==> src/rtl/filt_pkg.sv <==
// Shared constants and helpers for the 2D FIR front end: pixel and line-RAM
// widths, window size, and the byte position of tap (r,c) inside a packed window.
package filt_pkg;
  localparam int DW       = 8;
  localparam int AW       = 11;
  localparam int WIN_TAPS = 9;

  // Byte index of the window tap at row r (0 = top) and column c (0 = leftmost)
  function automatic int idx(input int r, input int c);
    return 3 * r + c;
  endfunction
endpackage

==> src/rtl/line_window_gen_if.sv <==
// Port bundle between the window generator and its two dual-port line RAMs
// (write port A shared, registered read port B shared, one cycle read latency).
interface line_window_gen_if;
  import filt_pkg::*;

  logic [AW-1:0] lb_raddr;
  logic [DW-1:0] lb0_rdata;
  logic [DW-1:0] lb1_rdata;
  logic          lb_we;
  logic [AW-1:0] lb_waddr;
  logic [DW-1:0] lb0_wdata;
  logic [DW-1:0] lb1_wdata;

  modport master (
    output lb_raddr, lb_we, lb_waddr, lb0_wdata, lb1_wdata,
    input  lb0_rdata, lb1_rdata
  );

  modport slave (
    input  lb_raddr, lb_we, lb_waddr, lb0_wdata, lb1_wdata,
    output lb0_rdata, lb1_rdata
  );
endinterface

==> src/rtl/win3x3_shift.sv <==
// 3x3 pixel shift register: shifts a new column in from the right on shift_en and
// captures the post-shift window into the packed output on load_en.
module win3x3_shift
  import filt_pkg::*;
(
  input  logic                     clk,
  input  logic                     rst,
  input  logic                     shift_en,
  input  logic                     load_en,
  input  logic [DW-1:0]            top_px,
  input  logic [DW-1:0]            mid_px,
  input  logic [DW-1:0]            bot_px,
  output logic [WIN_TAPS*DW-1:0]   win_data
);

  logic [DW-1:0] w   [3][3];
  logic [DW-1:0] nw  [3][3];
  logic [DW-1:0] new_col [3];

  always_comb begin
    new_col[0] = top_px;
    new_col[1] = mid_px;
    new_col[2] = bot_px;
    for (int r = 0; r < 3; r++) begin
      nw[r][0] = w[r][1];
      nw[r][1] = w[r][2];
      nw[r][2] = new_col[r];
    end
  end

  // The output register is loaded from the post-shift view so the window and
  // its strobe leave in the same cycle.
  always_ff @(posedge clk) begin
    if (rst) begin
      for (int r = 0; r < 3; r++)
        for (int c = 0; c < 3; c++)
          w[r][c] <= '0;
      win_data <= '0;
    end else begin
      if (shift_en)
        for (int r = 0; r < 3; r++)
          for (int c = 0; c < 3; c++)
            w[r][c] <= nw[r][c];
      if (load_en)
        for (int r = 0; r < 3; r++)
          for (int c = 0; c < 3; c++)
            win_data[idx(r, c)*DW +: DW] <= nw[r][c];
    end
  end
endmodule

==> src/rtl/line_window_gen.sv <==
// Raster pixel stream in, 3x3 windows out; drives the two line RAMs so that
// RAM 0 holds row y-1 and RAM 1 holds row y-2 at every column.
module line_window_gen
  import filt_pkg::*;
#(
  parameter int WIDTH  = 640,
  parameter int HEIGHT = 480
) (
  input  logic                    clk,
  input  logic                    rst,
  // s_valid qualifies s_data for exactly one cycle; there is no ready, every
  // strobed pixel is consumed. win_valid likewise marks one window per cycle.
  input  logic                    s_valid,
  input  logic [DW-1:0]           s_data,
  line_window_gen_if.master       lb,
  output logic                    win_valid,
  output logic [WIN_TAPS*DW-1:0]  win_data,
  output logic                    frame_done
);

  localparam int RW = 12;

  logic [AW-1:0] col, col1;
  logic [RW-1:0] row, row1;
  logic          v1;
  logic [DW-1:0] s_data1;
  logic          win_hit;
  logic          last_px;

  assign win_hit = v1 && (row1 >= RW'(2)) && (col1 >= AW'(2));
  assign last_px = v1 && (col1 == AW'(WIDTH - 1)) && (row1 == RW'(HEIGHT - 1));

  // Read for the incoming pixel while stage 1 writes the previous column back,
  // so the two ports never touch the same address in one cycle.
  assign lb.lb_raddr  = col;
  assign lb.lb_we     = v1;
  assign lb.lb_waddr  = col1;
  assign lb.lb0_wdata = s_data1;
  assign lb.lb1_wdata = v1 ? lb.lb0_rdata : '0;

  always_ff @(posedge clk) begin
    if (rst) begin
      col        <= '0;
      row        <= '0;
      col1       <= '0;
      row1       <= '0;
      v1         <= 1'b0;
      s_data1    <= '0;
      win_valid  <= 1'b0;
      frame_done <= 1'b0;
    end else begin
      v1         <= s_valid;
      win_valid  <= win_hit;
      frame_done <= last_px;
      if (s_valid) begin
        s_data1 <= s_data;
        col1    <= col;
        row1    <= row;
        if (col == AW'(WIDTH - 1)) begin
          col <= '0;
          row <= (row == RW'(HEIGHT - 1)) ? '0 : row + RW'(1);
        end else begin
          col <= col + AW'(1);
        end
      end
    end
  end

  win3x3_shift u_win (
    .clk      (clk),
    .rst      (rst),
    .shift_en (v1),
    .load_en  (win_hit),
    .top_px   (lb.lb1_rdata),
    .mid_px   (lb.lb0_rdata),
    .bot_px   (s_data1),
    .win_data (win_data)
  );
endmodule

==> src/flat_wrapper.sv <==
// flat-port wrapper written by rule: the top's interface ports become plain ports
module line_window_gen_flat import filt_pkg::*;
#(
  parameter int WIDTH  = 640,
  parameter int HEIGHT = 480
)
  (clk, rst, s_valid, s_data, win_valid, win_data, frame_done, lb_lb_raddr, lb_lb_we, lb_lb_waddr, lb_lb0_wdata, lb_lb1_wdata, lb_lb0_rdata, lb_lb1_rdata);
  line_window_gen_if lb_i ();
  input  logic clk;
  input  logic rst;
  input  logic s_valid;
  input  logic [DW-1:0] s_data;
  output logic win_valid;
  output logic [WIN_TAPS*DW-1:0] win_data;
  output logic frame_done;
  output wire logic [$bits(lb_i.lb_raddr)-1:0] lb_lb_raddr;
  output wire logic [$bits(lb_i.lb_we)-1:0] lb_lb_we;
  output wire logic [$bits(lb_i.lb_waddr)-1:0] lb_lb_waddr;
  output wire logic [$bits(lb_i.lb0_wdata)-1:0] lb_lb0_wdata;
  output wire logic [$bits(lb_i.lb1_wdata)-1:0] lb_lb1_wdata;
  input wire logic [$bits(lb_i.lb0_rdata)-1:0] lb_lb0_rdata;
  input wire logic [$bits(lb_i.lb1_rdata)-1:0] lb_lb1_rdata;
  assign lb_lb_raddr = lb_i.lb_raddr;
  assign lb_lb_we = lb_i.lb_we;
  assign lb_lb_waddr = lb_i.lb_waddr;
  assign lb_lb0_wdata = lb_i.lb0_wdata;
  assign lb_lb1_wdata = lb_i.lb1_wdata;
  assign lb_i.lb0_rdata = lb_lb0_rdata;
  assign lb_i.lb1_rdata = lb_lb1_rdata;
  line_window_gen #(.WIDTH(WIDTH), .HEIGHT(HEIGHT)) u_core (.clk(clk), .rst(rst), .s_valid(s_valid), .s_data(s_data), .lb(lb_i), .win_valid(win_valid), .win_data(win_data), .frame_done(frame_done));
endmodule
==> config.mk <==
export PLATFORM = sky130hd
export DESIGN_NAME = line_window_gen_flat
export DESIGN_NICKNAME = d
export VERILOG_FILES = /design/src/rtl/filt_pkg.sv /design/src/rtl/line_window_gen_if.sv /design/src/rtl/win3x3_shift.sv /design/src/rtl/line_window_gen.sv /design/src/flat_wrapper.sv
export SDC_FILE = /design/constraint.sdc
export NUM_CORES = 1
export LEC_CHECK = 0
export CORE_UTILIZATION = 30
export CTS_BUF_LIST = sky130_fd_sc_hd__clkbuf_4
export DETAILED_ROUTE_END_ITERATION = 6
export GPL_TIMING_DRIVEN = 0
export PLACE_DENSITY = 0.57
export SYNTH_ARGS = -nofsm -noshare
export SYNTH_HDL_FRONTEND = slang
export SYNTH_SLANG_ARGS = --single-unit
==> constraint.sdc <==
create_clock -name clk -period 1.6 [get_ports clk]
set_clock_uncertainty 0.05 [all_clocks]
set_input_delay 0.16 -clock clk [delete_from_list [all_inputs] [get_ports clk]]
set_output_delay 0.16 -clock clk [all_outputs]
set_load 0.005 [all_outputs]
After elaboration in Yosys (flattened, before gate mapping) --
Memory sizes are Yosys's and may differ from the RTL's. Index checks and enable logic that the tools add are counted.
Cells by class: add/subtract/negate cells 2, order comparisons 2, eq/ne operators 4, mux-type cells 17, bitwise operators 9, reduce and logical (&&, ||, !) cells 5
Operators with widths (number):
- $mux 8 | 10
- $eq 12x9->1 const B | 2
- $eq 11x10->1 const B | 2
- $add 12x1->12 const B | 1
- $ge 12x2->1 const B | 1
- $mux 12 | 1
- $add 11x1->11 const B | 1
- $ge 11x2->1 const B | 1
- $mux 11 | 1
- $or 1x1->1 | 9
- $mux 1 | 5
- $logic_and 1x1->1 | 4
- $reduce_and 2->1 | 1
Storage, ports and cells: bits in registers 129, memory bits (writable) 72, input bits 27, output and inout bits 113, memories 1
Memories:
- u_core.u_win.w | depth 3, width 24, rd ports 3, clocked after Yosys merged registers in 0, wr ports 3, RTL line win3x3_shift.sv:16 | logic [DW-1:0] w [3][3];

Longest topological paths before layout --
Gate-level depths: netlist (run 1).
depth in word-level cells 4, depth in mapped cells 7

By module --
From an unflattened synthesis (run 1), not the netlist that was laid out.
Unflattened totals: cells, all modules 607, area total of the unflattened synthesis 6846.6 µm²
Modules (own cells, without submodules):
- win3x3_shift | times used 1, cells each 335, area an instance 4386.7 µm², sequential area each 2882.8 µm²
- line_window_gen | times used 1, cells each 272, area an instance 2459.9 µm², sequential area each 1141.1 µm²

Worst setup path after synthesis (run 1) --
Ideal clock, no wire load.
path kind reg-to-reg, start point register u_core.col[7] (netlist: u_core.lb.lb_raddr[7]), end point register u_core.row[5], setup time 0.123 ns, data arrival time 1.612 ns, required time 1.427 ns, setup slack -0.185 ns, cell stages (with the launch flop) 5, cell sequence dfxtp_1 or4b_4 nor3_4 nand4_1 mux2_1
On the way: cells in the longest elaborated chain, start to end 2
Ends and longest elaborated chain:
- from (decl) | RTL line line_window_gen.sv:23 | logic [AW-1:0] col, col1;
- from (signal assigned) | RTL line line_window_gen.sv:63 | col <= col + AW'(1);
- $eq 11x10->1 | RTL line line_window_gen.sv:59 | if (col == AW'(WIDTH - 1)) begin
- $reduce_and 2->1 (no line)
- to (signal assigned) | RTL line line_window_gen.sv:61 | row <= (row == RW'(HEIGHT - 1)) ? '0 : row + RW'(1);
- to (decl) | RTL line line_window_gen.sv:24 | logic [RW-1:0] row, row1;
Every way passes these cells. A chain may end at the register's enable or synchronous reset.

Final worst setup path (run 1) --
start point register u_core.col[10] (netlist: u_core.lb.lb_raddr[10]), end point register u_core.row[4]
The elaborated chain is that of the path after synthesis.

==> PnR_summary.wiki, run 1 <==
{| class="wikitable"
! Metric !! Value
|-
| Status || finished with violations
|-
| Violations in the final reports || negative setup slack
|-
| Maximum number of pins on one net before global-route repair || 17
|-
| # setup viols final || 91
|-
| Achievable Freq || 567 MHz
|-
| Combinational Power Share || 7.6%
|-
| Starting utilization of the core area || 30.6%
|-
| Proportion of power drawn by flip-flops and latches || 59.2%
|-
| Placed Cells incl. Taps || 1147
|-
| Clk sinks || 177
|-
| Final-layout worst hold slack || 0.111 ns
|-
| Non-Filler Instances || 1258
|-
| Post-DRT Antenna Nets || 0
|-
| Max-cap violation count || 0
|-
| Clock Path Buffers || 2
|-
| Final setup margin || -0.164 ns
|-
| Area enclosed by the die boundary || 25500 µm²
|-
| Average routed wire per standard cell || 16.7 µm
|-
| Input/output buffers || 139
|-
| TritonCTS Buffers || 17
|-
| Global-route wire length before repair || 31.6 mm
|-
| DRT Pass-1 Iters || 7
|-
| Sequential cell area || 4190 µm²
|-
| Number of endpoints with negative hold slack in the final report || 0
|-
| Count of routing violations after the opening detailed-route iteration || 283
|-
| CP Class || reg -> reg
|-
| Via density per instance || 4.52
|-
| Core Rows || 57
|-
| Area used by multi-input combinational logic || 3430 µm²
|-
| Crit path launch type || register
|-
| Number of remaining DRC errors || 0
|-
| Floorplan die width || 160 µm
|-
| Overall track demand over capacity in global routing || 16.1%
|-
| Number of cells produced by synthesis || 684
|-
| Max-slew violations || 0
|-
| Period utilisation layout || 110%
|-
| Pin slew with the least headroom to its limit || 0.587 ns
|-
| Hold Path Depth || 3
|-
| HPWL after detailed placement || 13.1 mm
|-
| Source-to-sink clock delay at the later pin of the worst-skew pair || 0.58 ns
|-
| Unrepaired setup endpoints after global routing || yes
|-
| Post-synthesis sequential area ratio || 53.9%
|-
| Post-synth cell types || 42
|-
| VDD IR max || 0.400 mV
|-
| Placer's final routability congestion estimate || 0.772
|-
| Flop and latch count out of synthesis || 177
|-
| Growth of design area from synthesis to finish || 43.4%
|-
| Final net count || 949
|-
| Most frequent cells in the layout || sky130_fd_sc_hd__nand2b_1 (147), sky130_fd_sc_hd__mux2i_1 (103), sky130_fd_sc_hd__dlygate4sd2_1 (98)
|-
| Switch Pwr || 2010 µW
|-
| Pint || 5940 µW
|-
| Syn_area_per_cell || 10.9 µm²
|-
| Chip height || 160 µm
|-
| FILL cells || 2357
|-
| CP arrival || 2.20 ns
|-
| Kind of capture point of the worst setup path || register
|-
| Antenna violations before repair || 1
|-
| GRT overflow || 0
|-
| Syn Nets || 713
|-
| Most common cell after layout, fill and taps aside || sky130_fd_sc_hd__nand2b_1
|-
| Normalized max-slew margin || 60.9%
|-
| Largest fanout on the critical path || 5
|-
| TritonCTS clock tree || done
|-
| Endpoint required time on the critical path || 2.04 ns
|-
| Number of primary I/O pins || 140
|-
| Switching part of the total power || 25.2%
|-
| P_leak || 0.00452 µW
|-
| Clock input transition at the sequential cells of the worst setup and hold paths || 0.15 ns
|-
| R2R cell count || 5
|-
| Clock network power share || 33.2%
|-
| Post-Synthesis Cell Area || 7470 µm²
|-
| Share of cells above drive strength 1 || 31.5%
|-
| Yosys warning count || 0
|-
| Number of global-route vias before repair || 5631
|-
| Total via count after detailed routing || 5692
|-
| Power density of the placed cells || 742 nW/µm²
|-
| H-tree levels || 4
|-
| Class of the tightest hold or removal check || in -> reg
|-
| Period minus WS final || 1.76 ns
|-
| Buffer cell driving the clock tree root || sky130_fd_sc_hd__clkbuf_4
|-
| Core area || 24400 µm²
|-
| Detailed Route WL || 21.0 mm
|}
stage by stage:
stage	util (%)	power (µW)	worst slack [ns]	area [µm²]	TNS (ns)
after global routing	43.9	8270	-0.233	10700	-11.00
after detailed placement	38.1	5360	-1.24	9290	-176.88
after CTS	41.6	8010	-0.238	10200	-2.87
after floorplan	-	5100	-0.156	7500	-0.466
final	43.9	7950	-0.164	10700	-5.58
after global placement	38.1	5360	-1.26	9290	-176.72
worst paths after layout:
check                                                            start                                     end  slack (ns)
worst max-delay path               u_core.lb.lb_raddr[10]$_SDFFE_PP0P_              u_core.row[4]$_SDFFE_PP0P_       -0.16
worst min-delay path                                   lb_lb1_rdata[3]  u_core.u_win.win_data[19]$_SDFFE_PP0P_        0.11
worst max register to register     u_core.lb.lb_raddr[10]$_SDFFE_PP0P_              u_core.row[4]$_SDFFE_PP0P_       -0.16
worst min register to register  u_core.u_win.win_data[65]$_SDFFE_PP0P_  u_core.u_win.win_data[65]$_SDFFE_PP0P_        0.43
what timing repair did:
action / CTS / global route
gates cloned: 3 / 9
setup buffers: 53 / 15
hold buffers: 0 / 0
pin swaps: 14 / 14
gates resized for setup: 298 / 67
endpoints found under the setup margin: 312 / 127
layout make-up:
cell class                      count  share of cell area, %
Antenna cell                        1                 0.0234
Buffer                             47                   3.56
Clock buffer                       18                   1.26
Clock inverter                     14                   1.45
Multi-Input combinational cell    463                   32.1
Sequential cell                   177                   39.1
Tap cell                          324                   3.79
Timing Repair Buffer              214                   18.7
Yosys cell counts:
cell | number | area share [%]
sky130_fd_sc_hd__nor3_4 | 1 | 0.22
sky130_fd_sc_hd__clkbuf_1 | 26 | 1.3
sky130_fd_sc_hd__a22o_1 | 2 | 0.23
sky130_fd_sc_hd__nand2_1 | 12 | 0.60
sky130_fd_sc_hd__or4b_4 | 1 | 0.18
sky130_fd_sc_hd__mux2_1 | 3 | 0.45
sky130_fd_sc_hd__clkbuf_8 | 1 | 0.18
sky130_fd_sc_hd__buf_4 | 8 | 0.80
sky130_fd_sc_hd__nand4_1 | 9 | 0.75
sky130_fd_sc_hd__and3_1 | 7 | 0.59
sky130_fd_sc_hd__a41oi_1 | 1 | 0.12
sky130_fd_sc_hd__buf_6 | 1 | 0.15
sky130_fd_sc_hd__and2_1 | 57 | 4.8
sky130_fd_sc_hd__mux2_2 | 1 | 0.15
sky130_fd_sc_hd__ha_1 | 2 | 0.34
sky130_fd_sc_hd__or3_2 | 1 | 0.10
sky130_fd_sc_hd__nand2b_1 | 147 | 12
sky130_fd_sc_hd__or2_2 | 1 | 0.084
sky130_fd_sc_hd__nor4_1 | 4 | 0.34
sky130_fd_sc_hd__nor3_1 | 6 | 0.40
sky130_fd_sc_hd__o2bb2ai_1 | 1 | 0.12
sky130_fd_sc_hd__buf_1 | 2 | 0.10
sky130_fd_sc_hd__nand3_1 | 9 | 0.60
sky130_fd_sc_hd__buf_2 | 11 | 0.74
sky130_fd_sc_hd__o21ai_0 | 8 | 0.54
sky130_fd_sc_hd__dfxtp_1 | 129 | 35
sky130_fd_sc_hd__o31ai_1 | 3 | 0.30
sky130_fd_sc_hd__mux2i_1 | 104 | 14
sky130_fd_sc_hd__nor2_1 | 42 | 2.1
sky130_fd_sc_hd__xor2_1 | 5 | 0.59
sky130_fd_sc_hd__and2_2 | 1 | 0.10
sky130_fd_sc_hd__a31o_2 | 2 | 0.23
sky130_fd_sc_hd__nor2b_1 | 8 | 0.67
sky130_fd_sc_hd__and4_1 | 4 | 0.47
sky130_fd_sc_hd__o311ai_0 | 1 | 0.12
sky130_fd_sc_hd__a21oi_1 | 6 | 0.40
sky130_fd_sc_hd__a31oi_1 | 1 | 0.084
sky130_fd_sc_hd__edfxtp_1 | 48 | 19
sky130_fd_sc_hd__nor4b_2 | 1 | 0.20
sky130_fd_sc_hd__or4_1 | 3 | 0.30
sky130_fd_sc_hd__or3_1 | 2 | 0.17
sky130_fd_sc_hd__xnor2_1 | 2 | 0.23
cell families after synthesis:
logic type                 share of synthesized area (%)
and+or+nand+nor                                     25.0
DFF                                                 53.9
muxes                                               14.5
buffers and inverters                               3.28
AOI/OAI and AO/OA                                   2.14
xor gates and xnor gates                           0.821
adders and majority gates                          0.335
registers in the layout (all words and copies together), names as in the netlist:
name,cells
u_core.win_valid,1
u_core.u_win.win_data,72
u_core.lb.lb_raddr,11
u_core.lb.lb_waddr,11
u_core.lb.lb0_wdata,8
u_core.frame_done,1
u_core.row1,12
u_core.row,12
u_core.lb.lb_we,1
u_core.u_win.w,48
per-layer routing:
layer  up-vias  routed length, µm  GRT usage, %
met5         -                  0             0
met4         0                263          4.68
met3        18                985          3.35
met2       129               9800          26.4
met1      2751               9940          21.2
li1       2794                  -             -
worst max-delay path: stages (launching register included):
cell and delay [ns]:
sky130_fd_sc_hd__dfxtp_4 0.38, sky130_fd_sc_hd__or4b_4 0.55, sky130_fd_sc_hd__nor3_4 0.13, sky130_fd_sc_hd__buf_6 0.14, sky130_fd_sc_hd__nand4_1 0.11, sky130_fd_sc_hd__mux2_4 0.31
power groups by stage:
stage               Combinational (µW)  Sequential, µW  Clock [µW]
finish                             607            4710        2640
global route                       659            4720        2890
CTS                                584            4710        2720
detailed placement                 519            4840           0
global placement                   519            4840           0
floorplan                          284            4820           0
Note: power is estimated with default switching activity, not from simulation.
==> inputs of run 2 (changes only) <==
Settings changed: CELL_PAD_IN_SITES_DETAIL_PLACEMENT from default to 1, CELL_PAD_IN_SITES_GLOBAL_PLACEMENT from default to 1, PLACE_DENSITY 0.57 to 0.68, SETUP_SLACK_MARGIN from default to 0.02.
==> run 2 against run 1 <==
Against the previous run: the run still ends with negative setup slack left; utilization grew 1.2 points; clock power is essentially flat; die area unchanged; critical path depth increased by 2; worst hold slack lost 0.021 ns; fmax is 8.8% lower; wire length grew 10%; critical endpoint is now u_core.row[6]$_SDFFE_PP0P_; highest routed layer unchanged.
==> PnR_summary.wiki, run 2 (same netlist as run 1, synthesis figures left out) <==
{| class="wikitable"
! Metric !! Value
|-
| R2R cell count || 7 (+2)
|-
| Input/output buffers || 139 (unchanged)
|-
| Largest fanout on the critical path || 5 (unchanged)
|-
| Critical R2R Capture || u_core.row[6]$_SDFFE_PP0P_
|-
| Post-route standard cell area excluding fillers || 11000 µm² (+2.6%)
|-
| Post-DRT Antenna Nets || 0 (unchanged)
|-
| Number of primary I/O pins || 140 (unchanged)
|-
| Most used cell along the critical path || sky130_fd_sc_hd__buf_6
|-
| Via density per instance || 4.63 (+2.3%)
|-
| H-tree levels || 4 (unchanged)
|-
| Max-slew violations || 0 (unchanged)
|-
| CP Class || reg -> reg
|-
| Final net count || 968 (+2.0%)
|-
| Number of remaining DRC errors || 0 (unchanged)
|-
| Max-cap violation count || 0 (unchanged)
|-
| Detailed Route WL || 23.1 mm (+10%)
|-
| Most common cell after layout, fill and taps aside || sky130_fd_sc_hd__nand2b_1
|-
| Largest registers || u_core.u_win.win_data: 72 flops, u_core.u_win.w: 48 flops
|-
| Global-route wire length before repair || 35.3 mm (+12%)
|-
| Floorplan die width || 160 µm (unchanged)
|-
| Growth of design area from synthesis to finish || 47.2%
|-
| Maximum number of pins on one net before global-route repair || 17 (unchanged)
|-
| Period utilisation layout || 121% (+11 points)
|-
| Clock Path Buffers || 2 (unchanged)
|-
| Post-placement cell area || 9300 µm² (about the same)
|-
| Clock input transition at the sequential cells of the worst setup and hold paths || 0.17 ns (+0.02 ns)
|-
| Pin slew with the least headroom to its limit || 0.582 ns (-0.00494 ns)
|-
| Count of routing violations after the opening detailed-route iteration || 230 (-19%)
|-
| Crit path max-delay cell type || sky130_fd_sc_hd__dfxtp_4
|-
| Most frequent cells in the layout || sky130_fd_sc_hd__nand2b_1 (147), sky130_fd_sc_hd__mux2i_1 (104), sky130_fd_sc_hd__dlygate4sd2_1 (92)
|-
| CP arrival || 2.42 ns (+0.22 ns)
|-
| Status || finished with violations
|-
| Worst reg2reg setup slack || -0.33 ns (-0.17 ns)
|-
| Achievable Freq || 517 MHz (-8.8%)
|-
| Crit path launch type || register
|-
| Origin of the worst setup path || u_core.lb.lb_raddr[7]$_SDFFE_PP0P_
|-
| Starting utilization of the core area || 30.6% (unchanged)
|-
| Worst-path cell chain || buf_6, buf_6, nor4b_4, nand3_2, buf_6, or3_1, a21oi_1
|-
| TritonCTS clock tree || done
|-
| Max reg flops || 72 (unchanged)
|-
| DRT Pass-1 Iters || 4 (-3)
|-
| Class of the tightest hold or removal check || in -> reg
|-
| Endpoint required time on the critical path || 2.08 ns (+0.04 ns)
|-
| Hold Path Depth || 3 (unchanged)
|-
| Unrepaired setup endpoints after global routing || yes
|-
| TritonCTS Buffers || 17 (unchanged)
|-
| Register bank with the most flops || u_core.u_win.win_data
|-
| Buffer cell driving the clock tree root || sky130_fd_sc_hd__clkbuf_4
|-
| Kind of capture point of the worst setup path || register
|-
| Post-Place Worst Slack || -1.24 ns (+0.00169 ns)
|-
| Core area || 24400 µm² (unchanged)
|-
| Hold Path End || u_core.u_win.win_data[20]$_SDFFE_PP0P_
|-
| # setup viols final || 97 (+6.6%)
|-
| Delay of the slowest cell on the worst path || 0.38 ns (-0.17 ns)
|-
| Final-layout worst hold slack || 0.0901 ns (-0.0214 ns)
|-
| Normalized max-slew margin || 61.2% (+0.33 points)
|-
| Number of global-route vias before repair || 6195 (+10%)
|-
| P_leak || 0.00461 µW (+2.0%)
|-
| GRT overflow || 0 (unchanged)
|-
| Power density of the placed cells || 726 nW/µm² (-2.2%)
|-
| Number of endpoints with negative hold slack in the final report || 0 (unchanged)
|-
| Average routed wire per standard cell || 18.1 µm (+8.6%)
|-
| Hold_sp || lb_lb1_rdata[4]
|-
| Violations in the final reports || negative setup slack
|-
| Antenna violations before repair || 2 (+1)
|-
| HPWL after detailed placement || 13.8 mm (+5.6%)
|-
| Source-to-sink clock delay at the later pin of the worst-skew pair || 0.60 ns (+0.02 ns)
|-
| Overall track demand over capacity in global routing || 18.1% (+2.0 points)
|-
| Placer's final routability congestion estimate || 0.774 (+0.26%)
|-
| Chip height || 160 µm (unchanged)
|-
| Worst R2R Start || u_core.lb.lb_raddr[7]$_SDFFE_PP0P_
|-
| Post-Route Utilization || 45.0% (+1.2 points)
|-
| FILL cells || 2706 (+15%)
|-
| Core Rows || 57 (unchanged)
|-
| Final setup margin || -0.334 ns (-0.170 ns)
|-
| Non-Filler Instances || 1277 (+1.5%)
|-
| VDD IR max || 0.449 mV (+12%)
|-
| Area enclosed by the die boundary || 25500 µm² (unchanged)
|-
| Sequential cell area || 4200 µm² (+0.27%)
|-
| Placed Cells incl. Taps || 1147 (unchanged)
|-
| Clk sinks || 177 (unchanged)
|-
| Share of cells above drive strength 1 || 34.0% (+2.5 points)
|-
| Area used by multi-input combinational logic || 3470 µm² (+1.1%)
|-
| Period minus WS final || 1.93 ns (+0.170 ns)
|-
| Total via count after detailed routing || 5912 (+3.9%)
|}
==> run 2: cell count changes in the layout (fill, tap and decap cells not counted), moves of 3 or more <==
cell                              previous run  this run
sky130_fd_sc_hd__o21ai_0                     7         4
sky130_fd_sc_hd__dfxtp_2                    82        79
sky130_fd_sc_hd__dfxtp_4                    17        21
sky130_fd_sc_hd__and3_4                      4         1
sky130_fd_sc_hd__buf_12                      7        10
sky130_fd_sc_hd__clkbuf_2                    5        11
sky130_fd_sc_hd__dlygate4sd2_1              98        92
sky130_fd_sc_hd__nor2_1                     42        37
sky130_fd_sc_hd__clkinvlp_4                  4         1
sky130_fd_sc_hd__clkdlybuf4s15_1             3         7
sky130_fd_sc_hd__o21ai_1                     1         4
sky130_fd_sc_hd__buf_4                      68        75
sky130_fd_sc_hd__nor2_2                      0         5
sky130_fd_sc_hd__buf_6                      17        29
==> run 2: worst max-delay path by stage <==
stage               cells after the start  slack (ns)                             endpoint
floorplan                               4       -0.16           u_core.row[5]$_SDFFE_PP0P_
global placement                        4       -1.27  u_core.u_win.w[0][35]$_SDFFCE_PN0P_
detailed placement                      4       -1.24  u_core.u_win.w[0][34]$_SDFFCE_PN0P_
CTS                                     5       -0.30           u_core.row[9]$_SDFFE_PP0P_
global route                            7       -0.35           u_core.row[6]$_SDFFE_PP0P_
finish                                  7       -0.33           u_core.row[6]$_SDFFE_PP0P_
==> run 2: final cells by class <==
cell class / count / area share, %
Tap cell: 324 / 3.69
Antenna cell: 1 / 0.0228
Clock buffer: 17 / 1.16
Clock inverter: 15 / 1.41
Multi-Input combinational cell: 461 / 31.6
Sequential cell: 177 / 38.2
Timing Repair Buffer: 235 / 20.4
Buffer: 47 / 3.51
==> run 2: metrics by stage <==
| step | total power (µW) | TNS [ns] |
|---|---|---|
| global placement | 5360 | -182.43 |
| global route | 8290 | -10.35 |
| detailed placement | 5360 | -177.92 |
| finish | 7980 | -7.18 |
| floorplan | 5100 | -0.466 |
| CTS | 8070 | -5.81 |
==> run 2: report_power, final <==
group	switching (µW)	total, µW	internal, µW
registers	44.3	4700	4660
clock network	1690	2630	940
logic	309	643	334
==> run 2: what timing repair did <==
action	4_1_cts	5_1_grt
cloned	5	6
hold buffers	0	0
setup buffers	78	15
endpoints found under the setup margin	313	199
hold endpoints to repair	0	0
resized for setup	356	61
pin swaps	23	18
==> run 2: layer usage <==
metal  share of wire, %  up-vias  wire length [µm]  GRT usage (%)
met4                1.9        0               432           6.56
met3                4.3       28               994           3.43
met2                 49      122             11300           30.0
li1                   -     2831                 -              -
met1                 45     2931             10400           23.3
met5                  0        -                 0              0
==> run 2: worst max-delay path, delay by kind of cell (launching register included) <==
| kind | cells | cell delay (ns) |
|---|---|---|
| AOI/OAI and AO/OA | 1 | 0.14 |
| DFF | 1 | 0.38 |
| and+or+nand+nor | 3 | 0.90 |
| buffers and inverters | 3 | 0.39 |
==> inputs of run 3 (changes only) <==
Settings changed: CORE_ASPECT_RATIO from default to 1.1.
==> run 3 against run 2 <==
Against the previous run: the flow finishes with violations (design-rule violations, negative setup slack); worst hold slack better by 0.041 ns; cell count is essentially flat; via count is 0.91% higher; utilization increased by 0.34 points; count of clock-buffer cells in the layout rose by 1; critical path type unchanged.
==> PnR_summary.wiki, run 3 (same netlist as run 1, synthesis figures left out) <==
{| class="wikitable"
! Metric !! Value
|-
| Clk sinks || 177 (unchanged)
|-
| Final-layout worst hold slack || 0.131 ns (+0.0410 ns)
|-
| Chip height || 167 µm (+4.8%)
|-
| R2R cell count || 5 (-2)
|-
| Input/output buffers || 139 (unchanged)
|-
| Area used by multi-input combinational logic || 3530 µm² (+1.6%)
|-
| Cell family with the largest share of critical-path delay || simple AND/OR/NAND/NOR gates
|-
| Clock Path Buffers || 2 (unchanged)
|-
| Worst R2R Start || u_core.lb.lb_raddr[7]$_SDFFE_PP0P_
|-
| Core area || 24500 µm² (+0.34%)
|-
| Placer's final routability congestion estimate || 0.779 (+0.66%)
|-
| Pint || 5930 µW (-0.15%)
|-
| Normalized max-slew margin || 55.0% (-6.2 points)
|-
| Final net count || 983 (+1.5%)
|-
| Growth of design area from synthesis to finish || 48.8%
|-
| Kind of capture point of the worst setup path || register
|-
| Origin of the worst setup path || u_core.lb.lb_raddr[7]$_SDFFE_PP0P_
|-
| Floorplan die width || 152 µm (-4.6%)
|-
| Number of remaining DRC errors || 14 (+14)
|-
| Non-Filler Instances || 1278 (+0.078%)
|-
| Clock network power share || 32.6% (-0.4 points)
|-
| Most common cell after layout, fill and taps aside || sky130_fd_sc_hd__nand2b_1
|-
| Maximum number of pins on one net before global-route repair || 17 (unchanged)
|-
| Via density per instance || 4.67 (+0.83%)
|-
| Number of endpoints with negative hold slack in the final report || 0 (unchanged)
|-
| TritonCTS Buffers || 17 (unchanged)
|-
| Register bank with the most flops || u_core.u_win.win_data
|-
| Number of primary I/O pins || 140 (unchanged)
|-
| Period minus WS final || 1.87 ns (-0.0629 ns)
|-
| CP arrival || 2.29 ns (-0.13 ns)
|-
| Achievable Freq || 534 MHz (+3.4%)
|-
| Max-cap violation count || 0 (unchanged)
|-
| Status || finished with violations
|-
| Detailed Route WL || 23.5 mm (+1.5%)
|-
| Met3 Track Usage GR || 3.44% (+0.013 points)
|-
| P_leak || 0.00471 µW (+2.1%)
|-
| Crit path max-delay cell type || sky130_fd_sc_hd__or4b_4
|-
| Count of routing violations after the opening detailed-route iteration || 282 (+23%)
|-
| Max-slew violations || 0 (unchanged)
|-
| Antenna violations before repair || 1 (-1)
|-
| Starting utilization of the core area || 30.5% (-0.10 points)
|-
| Final setup margin || -0.271 ns (+0.0629 ns)
|-
| HPWL after detailed placement || 14.2 mm (+2.3%)
|-
| Critical path buffer and inverter count || 1 (-2)
|-
| CP Class || reg -> reg
|-
| Overall track demand over capacity in global routing || 18.3% (+0.22 points)
|-
| Path length in cells of the critical path || 5 (-2)
|-
| Core Rows || 60 (+5.3%)
|-
| Number of global-route vias before repair || 6268 (+1.2%)
|-
| Total via count after detailed routing || 5966 (+0.91%)
|-
| Unrepaired setup endpoints after global routing || yes
|-
| Max reg flops || 72 (unchanged)
|-
| Switch Pwr || 2010 µW (-1.9%)
|-
| Global-route wire length before repair || 35.7 mm (+1.1%)
|-
| H-tree levels || 4 (unchanged)
|-
| Proportion of power drawn by flip-flops and latches || 59.2% (+0.3 points)
|-
| Post-Route Utilization || 45.4% (+0.34 points)
|-
| Class of the tightest hold or removal check || in -> reg
|-
| Crit path launch type || register
|-
| Post-DRT Antenna Nets || 0 (unchanged)
|-
| Power density of the placed cells || 714 nW/µm² (-1.7%)
|-
| Source-to-sink clock delay at the later pin of the worst-skew pair || 0.58 ns (-0.02 ns)
|-
| # setup viols final || 92 (-5.2%)
|-
| VDD IR max || 0.376 mV (-16%)
|-
| Hold_sp || lb_lb1_rdata[3]
|-
| GR Util met1 || 22.4% (-0.97 points)
|-
| Pin slew with the least headroom to its limit || 0.675 ns (+0.0936 ns)
|-
| Delay of the slowest cell on the worst path || 0.56 ns (+0.18 ns)
|-
| Switching part of the total power || 25.3% (-0.33 points)
|-
| Combinational Power Share || 8.1% (about the same)
|-
| Total design power || 7940 µW (-0.59%)
|-
| Most frequent cells in the layout || sky130_fd_sc_hd__nand2b_1 (147), sky130_fd_sc_hd__mux2i_1 (103), sky130_fd_sc_hd__dlygate4sd2_1 (92)
|-
| Share of cells above drive strength 1 || 35.7% (+1.6 points)
|-
| Endpoint required time on the critical path || 2.02 ns (-0.06 ns)
|-
| Largest fanout on the critical path || 5 (unchanged)
|-
| Buffer cell driving the clock tree root || sky130_fd_sc_hd__clkbuf_4
|-
| Largest registers || u_core.u_win.win_data: 72 flops, u_core.u_win.w: 48 flops
|-
| Area enclosed by the die boundary || 25500 µm² (about the same)
|-
| Most utilized layer in the global route result || met2
|-
| TritonCTS clock tree || done
|-
| Period utilisation layout || 117% (-3.9 points)
|-
| FILL cells || 2691 (-0.55%)
|-
| DRT Pass-1 Iters || 6 (+2)
|-
| Violations in the final reports || design-rule violations, negative setup slack
|-
| Worst-path cell chain || or4b_4, nor3_4, buf_6, nand4_1, mux2_4
|-
| Sequential cell area || 4210 µm² (about the same)
|-
| Met2 Resource Use GR || 32.3% (+2.3 points)
|-
| Hold Path Depth || 3 (unchanged)
|-
| GRT overflow || 0 (unchanged)
|-
| Placed Cells incl. Taps || 1133 (-1.2%)
|-
| Clock input transition at the sequential cells of the worst setup and hold paths || 0.16 ns (about the same)
|-
| Average routed wire per standard cell || 18.4 µm (+1.5%)
|}
## run 3: worst register-to-register path, delay by kind of cell, from the launching register on
family                 cells  cell delay (ns)
buffers and inverters      1             0.16
muxes                      1             0.32
DFF                        1             0.38
and+or+nand+nor            3             0.86
## run 3: power groups by stage
stage	registers, µW	logic [µW]	clock network (µW)
finish	4700	645	2590
global route	4710	699	2830
CTS	4700	621	2660
detailed placement	4840	528	0
global placement	4840	523	0
floorplan	4820	284	0
## run 3: path summary, 6_finish.rpt
kind | slack, ns | endpoint
hold / removal | 0.13 | u_core.u_win.win_data[19]$_SDFFE_PP0P_
setup reg to reg | -0.27 | u_core.row[4]$_SDFFE_PP0P_
setup / recovery | -0.27 | u_core.row[4]$_SDFFE_PP0P_
hold reg to reg | 0.43 | u_core.u_win.win_data[45]$_SDFFE_PP0P_
## run 3: layout make-up
| type | instances | area share [%] |
|---|---|---|
| clock buffers | 18 | 1.22 |
| well taps | 310 | 3.49 |
| clock inverters | 14 | 1.25 |
| flip-flops and latches | 177 | 37.9 |
| diodes | 1 | 0.0225 |
| plain buffers | 47 | 3.53 |
| repair buffers | 249 | 20.9 |
| multi-input cells | 462 | 31.7 |
## run 3: routing by layer
layer	vias up	routed length [µm]
li1	2855	-
met1	2971	10400
met2	117	12000
met3	23	732
met4	0	328
met5	-	0
## run 3: timing repair
item / CTS / global route
hold buffers: 0 / 0
setup endpoints to repair: 313 / 116
resized for setup: 342 / 78
cloned: 7 / 3
pin swaps: 16 / 21
setup buffers: 83 / 23
## run 3: through the flow
step | area, µm² | TNS [ns] | setup WS, ns
4_1_cts | 10600 | -3.88 | -0.201
6_report | 11100 | -9.46 | -0.271
2_1_floorplan | 7500 | -0.466 | -0.156
5_1_grt | 11100 | -14.25 | -0.306
3_5_place_dp | 9280 | -185.65 | -1.28
3_3_place_gp | 9280 | -185.84 | -1.23
